File: src/rtl/clk_divider_multi.sv
// clk_divider_multi: CH independent integer clock dividers with glitch-free divisor reload at period boundaries.
// Optional macro CLK_DIVIDER_MULTI_HALF_DUTY_EN stretches the high phase by half a cycle for odd divisors.
module clk_divider_multi #(
   parameter int unsigned     CH      = 4,
   parameter int unsigned     CNT_W   = 32,
   parameter longint unsigned DEF_DIV = 64'd100000000
) (
   input  logic                clk,
   input  logic                rst_n,
   input  logic [CH-1:0]       en,
   input  logic [CH*CNT_W-1:0] div_val,
   input  logic [CH-1:0]       div_load,
   output logic [CH-1:0]       d_clk,
   output logic [CH-1:0]       tick,
   output logic [CH-1:0]       busy
);

   // Divisors below 2 cannot form a high and a low phase, so they run as 2.
   localparam logic [CNT_W-1:0] DEF_N = (DEF_DIV < 64'd2) ? CNT_W'(2) : CNT_W'(DEF_DIV);

   function automatic logic [CNT_W-1:0] clamp_div(input logic [CNT_W-1:0] v);
      return (v < CNT_W'(2)) ? CNT_W'(2) : v;
   endfunction

   for (genvar i = 0; i < CH; i++) begin : g_ch
      logic [CNT_W-1:0] cnt_q, cnt_d;
      logic [CNT_W-1:0] div_q, div_d;
      logic [CNT_W-1:0] pend_q, pend_d;
      logic [CNT_W-1:0] cnt_inc;
      logic             run_q, run_d;
      logic             dclk_q, dclk_d;
      logic             tick_q, tick_d;
      logic             busy_q, busy_d;
      logic             apply;

      assign cnt_inc = cnt_q + CNT_W'(1);

      always_comb begin
         // NOTE: every variable gets a default first so no latch is inferred.
         cnt_d  = cnt_q;
         run_d  = run_q;
         dclk_d = dclk_q;
         tick_d = 1'b0;
         div_d  = div_q;
         pend_d = pend_q;
         busy_d = busy_q;
         apply  = 1'b0;

         if (!en[i]) begin
            run_d  = 1'b0;
            cnt_d  = '0;
            dclk_d = 1'b0;
            apply  = busy_q;
         end else if (!run_q) begin
            run_d  = 1'b1;
            cnt_d  = '0;
            dclk_d = 1'b1;
            tick_d = 1'b1;
            apply  = busy_q;
         end else if (cnt_q == div_q - CNT_W'(1)) begin
            cnt_d  = '0;
            dclk_d = 1'b1;
            tick_d = 1'b1;
            apply  = busy_q;
         end else begin
            cnt_d  = cnt_inc;
            dclk_d = (cnt_inc < (div_q >> 1));
         end

         // Only the previously stored value is applied; a load on this edge waits for the next boundary.
         if (apply) begin
            div_d  = clamp_div(pend_q);
            busy_d = 1'b0;
         end
         if (div_load[i]) begin
            pend_d = div_val[i*CNT_W +: CNT_W];
            busy_d = 1'b1;
         end
      end

      // NOTE: sequential state uses non-blocking assignments only; the pending register is reset like all other state.
      always_ff @(posedge clk or negedge rst_n) begin
         if (!rst_n) begin
            cnt_q  <= '0;
            run_q  <= 1'b0;
            dclk_q <= 1'b0;
            tick_q <= 1'b0;
            busy_q <= 1'b0;
            div_q  <= DEF_N;
            pend_q <= '0;
         end else begin
            cnt_q  <= cnt_d;
            run_q  <= run_d;
            dclk_q <= dclk_d;
            tick_q <= tick_d;
            busy_q <= busy_d;
            div_q  <= div_d;
            pend_q <= pend_d;
         end
      end

`ifdef CLK_DIVIDER_MULTI_HALF_DUTY_EN
      logic neg_q;

      // Half-cycle copy of the phase; ORed in only for odd divisors to give exactly N/2 high.
      always_ff @(negedge clk or negedge rst_n) begin
         if (!rst_n) begin
            neg_q <= 1'b0;
         end else if (!en[i]) begin
            neg_q <= 1'b0;
         end else begin
            neg_q <= dclk_q;
         end
      end

      assign d_clk[i] = dclk_q | (neg_q & div_q[0]);
`else
      assign d_clk[i] = dclk_q;
`endif
      assign tick[i] = tick_q;
      assign busy[i] = busy_q;
   end

endmodule

File: config.mk
export PLATFORM = sky130hd
export DESIGN_NAME = clk_divider_multi
export DESIGN_NICKNAME = d
export VERILOG_FILES = /design/src/rtl/clk_divider_multi.sv
export SDC_FILE = /design/constraint.sdc
export NUM_CORES = 1
export LEC_CHECK = 0
export BUFFER_PORTS_ARGS = -buffer_cell sky130_fd_sc_hd__buf_2
export CORE_ASPECT_RATIO = 0.5
export CORE_UTILIZATION = 45
export DETAILED_ROUTE_END_ITERATION = 6
export SLEW_MARGIN = 20
export SYNTH_ARGS = -nofsm -noshare
export SYNTH_HDL_FRONTEND = slang
export SYNTH_SLANG_ARGS = --single-unit
File: constraint.sdc
create_clock -name clk -period 3.7 [get_ports clk]
set_input_delay 1.11 -clock clk [delete_from_list [all_inputs] [get_ports clk]]
set_output_delay 1.11 -clock clk [all_outputs]
set_load 0.05 [all_outputs]
==> impl_metrics.json <==
{
  "worstSetupStartpointType": "register",
  "rsz0062_at_grt": "yes",
  "via_count": 19300,
  "htreeDepth": 2,
  "route.detailed.drc": 0,
  "required_ps": 4130,
  "floorplan.initialDensity": 0.457,
  "antenna_found_initial": 0,
  "maxSlewHeadroom": 0.425,
  "io_pins": 150,
  "endpoint_kind": "register",
  "place.port_buffers": 149,
  "postSynth.asyncResetShare": 1.00,
  "setup_ws_ps": -104,
  "rows": 60,
  "design_area_um2": 29000,
  "synth_edf_count": 0,
  "fin_crit_sh": 1.03,
  "synth.area.top_cells": "dfrtp_1, ha_1, xnor2_1",
  "fin_skew_ps": 21.8,
  "cts_root_buf": "clkbuf_16",
  "routedWlPerCell_um": 18.6,
  "core-area_um2": 54000,
  "synthFlopType": "dfrtp_1",
  "powerDensity_nw_per_um2": 432,
  "areaGrowthSynthToFinish_pct": 17.3,
  "cts_tree": "yes",
  "min_path_type": "register to register",
  "setup_tns_ps": -2010,
  "cts_hold_buf": 0,
  "slew_violations": 0,
  "yosysWarnings": 0,
  "r2r-start": "g_ch[1].div_q[0]",
  "worst_slew_pin_slew_ps": 862,
  "die_y_um": 168,
  "r2r_setup_slack_ps": -100,
  "grt-ovfl-total": 0,
  "clock-sinks": 400,
  "final-hold-violation-count": 0,
  "fin_crit_ps": 3800,
  "synth_cell_types": 77,
  "clk_latency_ps": 570,
  "place.gp.congestion": 0.959,
  "violations": "setup timing",
  "fin_util": 0.536,
  "wirelength_um": 64300,
  "cp-startpoint": "g_ch[1].div_q[0]",
  "peakVddDrop_mv": 0.316,
  "dp_hpwl_um": 48900,
  "dp_slack_ps": -228,
  "synth_commonest_cells": "dfrtp_1, xnor2_1, inv_1",
  "syn_avg_cell_area_um2": 10.1,
  "synth_most_common_cell": "dfrtp_1",
  "die_area_um2": 55800,
  "yosys.area.top_type": "dfrtp_1",
  "setup_viol": 29,
  "gr-usage-all-layers": 0.231,
  "postRouteAntennaNets": 0,
  "cp.arrival_ps": 4240,
  "seq_area_frac_synth": 0.408,
  "timing.fmax_ghz": 0.263,
  "drive_gt1_frac": 0.243,
  "synth_top_area_frac": 0.357,
  "grt_pass1_wl_um": 104000,
  "synth_area_um2": 24700,
  "vias_per_cell": 5.60,
  "max-cap-violations": 0,
  "leakagePower_nw": 13.4,
  "grt_max_degree": 79,
  "first_pass_iters": 5,
  "ys_seq_elements": 400,
  "path_clk_slew_ps": 60,
  "dpl_cell_area_um2": 27300,
  "nNetsFinal": 2969,
  "diodes": 0,
  "clk_path_buf_depth": 3,
  "cts_made_buffers": 40,
  "grt_pass1_vias": 19300,
  "drt_iter0_markers": 1240,
  "syn_nets": 2716,
  "worstPathMaxFanout": 14,
  "holdCritStartpoint": "g_ch[2].pend_q[0]",
  "status": "finished with violations",
  "die_x_um": 333,
  "critical_path_class": "register to register",
  "syn_inst": 2450
}
[cells by family after synthesis]
logic type / share of synthesized area
AND/OR/NAND/NOR: 0.191
flip-flops: 0.408
AO/OA/AOI/OAI: 0.0954
XOR/XNOR: 0.0994
buffers and inverters: 0.0431
multiplexers: 0.0983
adder cells (fa/ha/maj): 0.0649
[layer usage]
| metal | up-vias | global-route usage | part of all wire |
|---|---|---|---|
| li1 | 9297 | - | - |
| met1 | 9475 | 0.314 | 0.46 |
| met2 | 415 | 0.378 | 0.46 |
| met3 | 96 | 0.0379 | 0.044 |
| met4 | 0 | 0.0695 | 0.028 |
| met5 | - | 0 | 0 |
[flip-flops by register name (all words and copies together) (netlist names)]
register / flops
g_ch.busy_q: 4
g_ch.div_q: 128
g_ch.tick_q: 4
g_ch.dclk_q: 4
g_ch.run_q: 4
g_ch.pend_q: 128
g_ch.cnt_q: 128
[critical path: stages (launching register included)]
cell and delay [ps]:
dfrtp_1 390, inv_2 80, ha_4 120, or4b_4 450, or4_4 530, nor4_4 160, xnor2_1 110, or3_1 300
or4_1 470, o311a_1 350, nand2b_4 220, buf_12 190, mux2_4 300
[worst paths after layout]
kind,endpoint,cells past startpoint
worst max-delay path,g_ch[1].div_q[5],12
worst min-delay path,g_ch[2].pend_q[0],1
worst max register to register,g_ch[1].div_q[5],12
worst min register to register,g_ch[2].pend_q[0],1
max in group asynchronous,g_ch[3].div_q[13],2
min in group asynchronous,g_ch[1].cnt_q[12],1
[cell usage in the layout (no fill, tap or decap), types with 42 or more instances in the layout]
| cell | instances |
|---|---|
| dfrtp_1 | 349 |
| xnor2_1 | 175 |
| buf_4 | 168 |
| buf_2 | 148 |
| inv_1 | 138 |
| mux2_2 | 130 |
| ha_1 | 126 |
| nand3_1 | 110 |
| and2_1 | 103 |
| xor2_1 | 102 |
| nand2_1 | 86 |
| nor2_1 | 86 |
| nand4_1 | 79 |
| nor4_1 | 64 |
| nor2b_1 | 56 |
| a21oi_1 | 56 |
| o21ai_0 | 54 |
| nor3_1 | 53 |
| dfstp_2 | 48 |
| and3_1 | 47 |
| clkbuf_16 | 42 |
[power by group]
group / internal [W] / switching (W) / leakage (nW) / total [W]
clock: 0.00252 / 0.00184 / 0.670 / 0.00435
sequential: 0.00487 / 0.000508 / 4.92 / 0.00538
combinational: 0.00129 / 0.00148 / 7.80 / 0.00277
total: 0.00868 / 0.00382 / 13.4 / 0.0125
[through the flow]
step                cells  hold WS (ps)  power (W)
global route         3446           531     0.0132
detailed placement   3365           495    0.00816
global placement     3365           488    0.00810
CTS                  3441           510     0.0126
floorplan            2450           431    0.00710
finish               3446           512     0.0125
[cell type report]
cell class	instances	area (µm²)
Clock buffer	52	1130
Clock inverter	20	258
Fill cell	4794	25000
Inverter	140	526
Multi-Input combinational cell	1787	13700
Sequential cell	400	10100
Tap cell	713	892
Timing Repair Buffer	334	2330
[what timing repair did]
action                                 in CTS  in global routing
resized for setup                           7                 39
endpoints found under the hold margin       0                  0
setup buffers                               3                  3
pin swaps                                   7                  5
cloned                                      1                  2
setup endpoints to repair                  87                214
No activity file was read; power rests on OpenSTA's default activity.
